==> config.mk <==
export PLATFORM = sky130hd
export DESIGN_NAME = uart_tx_ctrl
export DESIGN_NICKNAME = d
export VERILOG_FILES = /design/src/rtl/uart_pkg.sv /design/src/rtl/sync_fifo.sv /design/src/rtl/uart_tx_ctrl.sv
export SDC_FILE = /design/constraint.sdc
export NUM_CORES = 1
export LEC_CHECK = 0
export CAP_MARGIN = 20
export CORE_AREA = 3 3 79 81
export CTS_BUF_LIST = sky130_fd_sc_hd__clkbuf_8
export CTS_CLUSTER_SIZE = 28
export DETAILED_ROUTE_END_ITERATION = 7
export DIE_AREA = 0 0 82 84
export PLACE_DENSITY_LB_ADDON = 0.1
export SYNTH_ARGS = -nofsm -noshare
export SYNTH_HDL_FRONTEND = slang
export SYNTH_SLANG_ARGS = --single-unit
export TNS_END_PERCENT = 20
==> constraint.sdc <==
create_clock -name clk -period 1.8 [get_ports clk]
set_clock_uncertainty 0.15 [all_clocks]
set_input_delay 0.36 -clock clk [delete_from_list [all_inputs] [get_ports clk]]
set_output_delay 0.36 -clock clk [all_outputs]
set_load 0.02 [all_outputs]
==> src/rtl/uart_pkg.sv <==
// Shared UART types: transmit-controller FSM state encoding and data width.
package uart_pkg;

  localparam int UART_DATA_W = 8;

  typedef enum logic [1:0] {
    ST_IDLE      = 2'd0,
    ST_START     = 2'd1,
    ST_WAIT_DONE = 2'd2,
    ST_GAP       = 2'd3
  } tx_state_e;

endpackage

==> src/rtl/sync_fifo.sv <==
// Single-clock circular-buffer FIFO with registered full/empty/level flags.
// The head entry is visible combinationally on rd_data while not empty.
module sync_fifo #(
  parameter int WIDTH = 8,
  parameter int DEPTH = 4,
  localparam int AW   = $clog2(DEPTH)
) (
  input  logic             clk,
  input  logic             rst_n,
  input  logic             push,
  input  logic [WIDTH-1:0] wr_data,
  input  logic             pop,
  output logic [WIDTH-1:0] rd_data,
  output logic             full,
  output logic             empty,
  output logic [AW:0]      level
);

  localparam logic [AW:0] FULL_LVL = DEPTH[AW:0];

  logic [WIDTH-1:0] mem [DEPTH];
  logic [AW-1:0]    wr_ptr;
  logic [AW-1:0]    rd_ptr;
  logic [AW:0]      level_nxt;
  logic             push_ok;
  logic             pop_ok;

  // Full is judged on the pre-pop state, so a write into a full FIFO is
  // refused even if a pop happens in the same cycle.
  assign push_ok = push && !full;
  assign pop_ok  = pop && !empty;
  assign rd_data = mem[rd_ptr];

  // Next occupancy; simultaneous push and pop leave it unchanged.
  always_comb begin
    level_nxt = level;
    if (push_ok && !pop_ok) begin
      level_nxt = level + 1'b1;
    end else if (!push_ok && pop_ok) begin
      level_nxt = level - 1'b1;
    end
  end

  // Storage array; contents need no reset since level gates visibility.
  always_ff @(posedge clk) begin
    if (push_ok) begin
      mem[wr_ptr] <= wr_data;
    end
  end

  // Pointers and registered status flags.
  always_ff @(posedge clk or negedge rst_n) begin
    if (!rst_n) begin
      wr_ptr <= '0;
      rd_ptr <= '0;
      level  <= '0;
      full   <= 1'b0;
      empty  <= 1'b1;
    end else begin
      if (push_ok) wr_ptr <= wr_ptr + 1'b1;
      if (pop_ok)  rd_ptr <= rd_ptr + 1'b1;
      level <= level_nxt;
      full  <= (level_nxt == FULL_LVL);
      empty <= (level_nxt == '0);
    end
  end

endmodule

==> src/rtl/uart_tx_ctrl.sv <==
// Transmit-side controller: buffers bus writes and sequences the UART
// transmitter one frame at a time with a programmable inter-frame gap.
//
//   state        | meaning
//   -------------+-----------------------------------------------------
//   ST_IDLE      | waiting for enable and a queued byte
//   ST_START     | tx_start high, tx_data holds FIFO head, head popped
//   ST_WAIT_DONE | frame in flight, waiting for tx_done
//   ST_GAP       | counting idle clocks before the next frame may start
module uart_tx_ctrl
  import uart_pkg::*;
#(
  parameter int DEPTH      = 4,
  parameter int GAP_CYCLES = 2
) (
  input  logic                   clk,
  input  logic                   rst_n,
  input  logic                   wr_en,
  input  logic [UART_DATA_W-1:0] wr_data,
  input  logic                   enable,
  input  logic                   clr_ovf,
  output logic                   full,
  output logic                   empty,
  output logic [$clog2(DEPTH):0] level,
  output logic                   overflow,
  output logic                   ctrl_busy,
  output logic                   tx_start,
  output logic                   tx_enable,
  output logic [UART_DATA_W-1:0] tx_data,
  input  logic                   tx_done
);

  // The gap counter holds GAP_CYCLES-1 down to 0, so GAP lasts GAP_CYCLES clocks.
  localparam int GAP_W = (GAP_CYCLES > 1) ? $clog2(GAP_CYCLES) : 1;
  localparam logic [GAP_W-1:0] GAP_LOAD = GAP_W'((GAP_CYCLES > 0) ? GAP_CYCLES - 1 : 0);

  tx_state_e              state;
  tx_state_e              state_nxt;
  logic [GAP_W-1:0]       gap_cnt;
  logic [GAP_W-1:0]       gap_cnt_nxt;
  logic [UART_DATA_W-1:0] fifo_head;
  logic                   fifo_pop;
  logic                   wr_dropped;

  assign fifo_pop   = (state == ST_START);
  assign wr_dropped = wr_en && full;

  sync_fifo #(
    .WIDTH (UART_DATA_W),
    .DEPTH (DEPTH)
  ) u_fifo (
    .clk     (clk),
    .rst_n   (rst_n),
    .push    (wr_en),
    .wr_data (wr_data),
    .pop     (fifo_pop),
    .rd_data (fifo_head),
    .full    (full),
    .empty   (empty),
    .level   (level)
  );

  // Next-state and gap-counter logic; tx_done only matters in WAIT_DONE.
  always_comb begin
    state_nxt   = state;
    gap_cnt_nxt = gap_cnt;
    case (state)
      ST_IDLE: begin
        if (enable && !empty) state_nxt = ST_START;
      end
      ST_START: begin
        state_nxt = ST_WAIT_DONE;
      end
      ST_WAIT_DONE: begin
        if (tx_done) begin
          if (GAP_CYCLES > 0) begin
            state_nxt   = ST_GAP;
            gap_cnt_nxt = GAP_LOAD;
          end else begin
            state_nxt = ST_IDLE;
          end
        end
      end
      ST_GAP: begin
        if (gap_cnt == '0) begin
          state_nxt = ST_IDLE;
        end else begin
          gap_cnt_nxt = gap_cnt - 1'b1;
        end
      end
      default: begin
        state_nxt = ST_IDLE;
      end
    endcase
  end

  // State register plus registered outputs derived from the next state, so
  // tx_start/ctrl_busy line up with the state they describe.
  always_ff @(posedge clk or negedge rst_n) begin
    if (!rst_n) begin
      state     <= ST_IDLE;
      gap_cnt   <= '0;
      tx_start  <= 1'b0;
      ctrl_busy <= 1'b0;
      tx_enable <= 1'b0;
      tx_data   <= '0;
    end else begin
      state     <= state_nxt;
      gap_cnt   <= gap_cnt_nxt;
      tx_start  <= (state_nxt == ST_START);
      ctrl_busy <= (state_nxt != ST_IDLE);
      tx_enable <= enable;
      if (state_nxt == ST_START) begin
        tx_data <= fifo_head;
      end
    end
  end

  // Sticky overflow; a dropped write in the same cycle as clr_ovf keeps it set.
  always_ff @(posedge clk or negedge rst_n) begin
    if (!rst_n) begin
      overflow <= 1'b0;
    end else if (wr_dropped) begin
      overflow <= 1'b1;
    end else if (clr_ovf) begin
      overflow <= 1'b0;
    end
  end

endmodule

==> impl_metrics.env <==
export IMPL_status="finished clean"
export IMPL_grt_pass1_wl_um=6486
export IMPL_yosys_cell_types_count=31
export IMPL_clkPwrFrac_pct=16.9
export IMPL_cts_buffer_depth=2
export IMPL_grt_ovfl_total=0
export IMPL_grt_antenna_before_repair=0
export IMPL_synth_area_top_cells="edfxtp_1 43%, dfrtp_1 26%, mux4_2 8.0%"
export IMPL_finalCritPeriodShare_pct=97.01
export IMPL_crit_fanout=1
export IMPL_synth_net_count=153
export IMPL_powerDensity_mw_per_mm2=1581
export IMPL_rsz0062_at_grt="false"
export IMPL_seqPwrFrac_pct=44.5
export IMPL_ys_seq_area_share_pct=69.54
export IMPL_synth_area_mm2=0.002247
export IMPL_coreArea_mm2=0.005540
export IMPL_drive_gt1_share_pct=25.00
export IMPL_synth_top_area_share_pct=42.76
export IMPL_synth_edf_count=32
export IMPL_start_util_pct=40.56
export IMPL_power_leakage_uw=0.001187
export IMPL_gp_congestion=0.7797
export IMPL_min_period_ps=1746
export IMPL_critical_path_max_stage_delay_ps=600
export IMPL_p_total_uw=4578
export IMPL_dpl_cell_area_mm2=0.002760
export IMPL_synth_common_cells="32 x edfxtp_1, 23 x dfrtp_1, 9 x mux2_2"
export IMPL_min_path_type="input pin to async pin"
export IMPL_track_usage_pct=12.87
export IMPL_stdcell_area_mm2=0.002895
export IMPL_portBuffers=30
export IMPL_drv_cap=0
export IMPL_vdd_drop_max_mv=0.7748
export IMPL_clock_latency_ps=300
export IMPL_drtIter0Drc=43
export IMPL_synth_top_cell_by_area="edfxtp_1"
export IMPL_root_buffer="clkbuf_8"
export IMPL_cp_arrival_ps=1240
export IMPL_fin_util_pct=52.26
export IMPL_n_antenna_cell=0
export IMPL_cts_tree="done"
export IMPL_final_max_slew_viol_count=0
export IMPL_critPathSlowestCell="clkdlybuf4s50_1"
export IMPL_p_int_uw=3120
export IMPL_critPathKind="register to output port"
export IMPL_die_h_um=84
export IMPL_grt_pass1_vias=1299
export IMPL_drt_pass1_iter_count=4
export IMPL_fmax_mhz=572.7
export IMPL_die_area_mm2=0.006888
export IMPL_ys_ff_latch=56
export IMPL_wire_per_inst_um=15.80
export IMPL_remaining_drc_errors=0
export IMPL_setup_viol=0
export IMPL_cp_buffers_inverters=1
export IMPL_htreeDepth=2
export IMPL_numClockSinks=56
export IMPL_register_area_mm2=0.001563
export IMPL_fill_cells=480
export IMPL_via_per_inst=4.865
export IMPL_p_switching_uw=1458
export IMPL_synthFlopType="edfxtp_1"
export IMPL_critPathRequiredTime_ps=1290
export IMPL_synthToLayoutAreaGrowth_pct=28.84
export IMPL_p_comb_share_pct=38.6
export IMPL_routed_wl_um=3981
export IMPL_die_w_um=82
export IMPL_path_delay_family="buffers and inverters"
export IMPL_ant_nets=0
export IMPL_io_pins=31
export IMPL_startpoint_type="register"
export IMPL_grt_max_degree=25
export IMPL_setup_tns_ps=0
export IMPL_end_kind="output port"
export IMPL_path_cells="clkdlybuf4s50_1"
export IMPL_tightest_slew_ps=436.1
export IMPL_multi_input_area_um2=650.6
export IMPL_cts_made_buffers=5
export IMPL_p_sw_share_pct=31.85
export IMPL_ys_warn_count=0
export IMPL_avgSynthCellArea_um2=16.90
export IMPL_hold_viol=0
export IMPL_yosysMostFrequentCell="edfxtp_1"
export IMPL_rows=27
export IMPL_hpwl_um=2757
export IMPL_synthArstFlopShare_pct=42.86
export IMPL_path_clk_slew_ps=90
export IMPL_num_nets_final=199
export IMPL_slew_headroom_pct=70.92
export IMPL_synthCells=133
export IMPL_via_count=1226
## cells by family (layout without fill, tap and decap cells)
| logic type | Yosys count | after routing | synth area share, % |
|---|---|---|---|
| AND/OR/NAND/NOR | 28 | 28 | 7.239 |
| buffers and inverters | 10 | 57 | 1.893 |
| XOR/XNOR | 5 | 5 | 1.949 |
| AO/OA/AOI/OAI | 11 | 11 | 3.508 |
| multiplexers | 17 | 17 | 12.53 |
| flip-flops | 56 | 56 | 69.54 |
| adder cells (fa/ha/maj) | 6 | 6 | 3.341 |
## sequential cells by signal, indices dropped and copies added, names as in the netlist
signal         cells
u_fifo.wr_ptr      2
u_fifo.full        1
u_fifo.mem        32
u_fifo.level       3
ctrl_busy          1
tx_enable          1
u_fifo.rd_ptr      2
gap_cnt            1
tx_start           1
overflow           1
tx_data            8
state              2
u_fifo.empty       1
## layout make-up
class | instances | area share [%]
clock buffers | 5 | 2.377
clock inverters | 3 | 1.340
inverters | 5 | 0.6482
multi-input cells | 67 | 22.47
flip-flops and latches | 56 | 53.98
well taps | 72 | 3.111
repair buffers | 44 | 16.08
## cells in the final DEF (no fill, tap or decap), drive strengths merged, types with 2 or more instances in the layout
master / netlist / routed
a21oi: 3 / 3
dlymetal6s2s: 0 / 7
clkdlybuf4s50: 0 / 16
nor2: 8 / 8
buf: 3 / 14
o21ai: 3 / 3
inv: 5 / 6
dlygate4sd2: 0 / 6
nand3: 2 / 2
ha: 6 / 6
mux4: 8 / 8
nand2: 5 / 5
xnor2: 5 / 5
dfrtp: 23 / 23
clkbuf: 2 / 5
edfxtp: 32 / 32
nor3: 2 / 2
mux2: 9 / 9
and2: 4 / 4
## power by group through the flow
stage	Clock, uW	Combinational [uW]	Sequential, uW
detailed placement	0	1820	2080
finish	772	1770	2040
floorplan	0	950	2150
global route	873	1920	2100
global placement	0	1780	2040
CTS	812	1770	2050
## through the flow
| stage | setup WS, ps | instances | hold WS, ps |
|---|---|---|---|
| final | 53.88 | 252 | 282.0 |
| after global routing | 8.732 | 252 | 300.4 |
| after CTS | 6.991 | 250 | 282.6 |
| after detailed placement | -152.4 | 242 | 348.5 |
| after global placement | -122.8 | 242 | 339.4 |
| after floorplan | 183.2 | 133 | -85.59 |
## worst paths after layout
path	startpoint	end	slack [ps]	cells past startpoint
hold / removal	rst_n	tx_enable$_DFF_PN0_	280	2
hold reg to reg	tx_data[1]$_DFFE_PN0N_	tx_data[1]$_DFFE_PN0N_	360	1
min in group clk	tx_data[1]$_DFFE_PN0N_	tx_data[1]$_DFFE_PN0N_	360	1
setup / recovery	tx_enable$_DFF_PN0_	tx_enable	50	1
max in group asynchronous	rst_n	u_fifo.empty$_DFF_PN1_	920	2
setup reg to reg	state[1]$_DFF_PN0_	u_fifo.empty$_DFF_PN1_	140	4
## per-layer routing
metal | routed length, um | global-route usage [%] | up-vias
li1 | - | - | 582
met1 | 1688 | 16.45 | 624
met2 | 2121 | 20.57 | 18
met3 | 134 | 3.024 | 2
met4 | 37 | 5.589 | 0
met5 | 0 | 0 | -
## what timing repair did
| item | in CTS | in global routing |
|---|---|---|
| setup endpoints to repair | 7 | 10 |
| gates resized for setup | 7 | 10 |
| buffers inserted | 0 | 2 |
| hold buffers | 0 | 0 |
(Power assumes the default switching activity.)
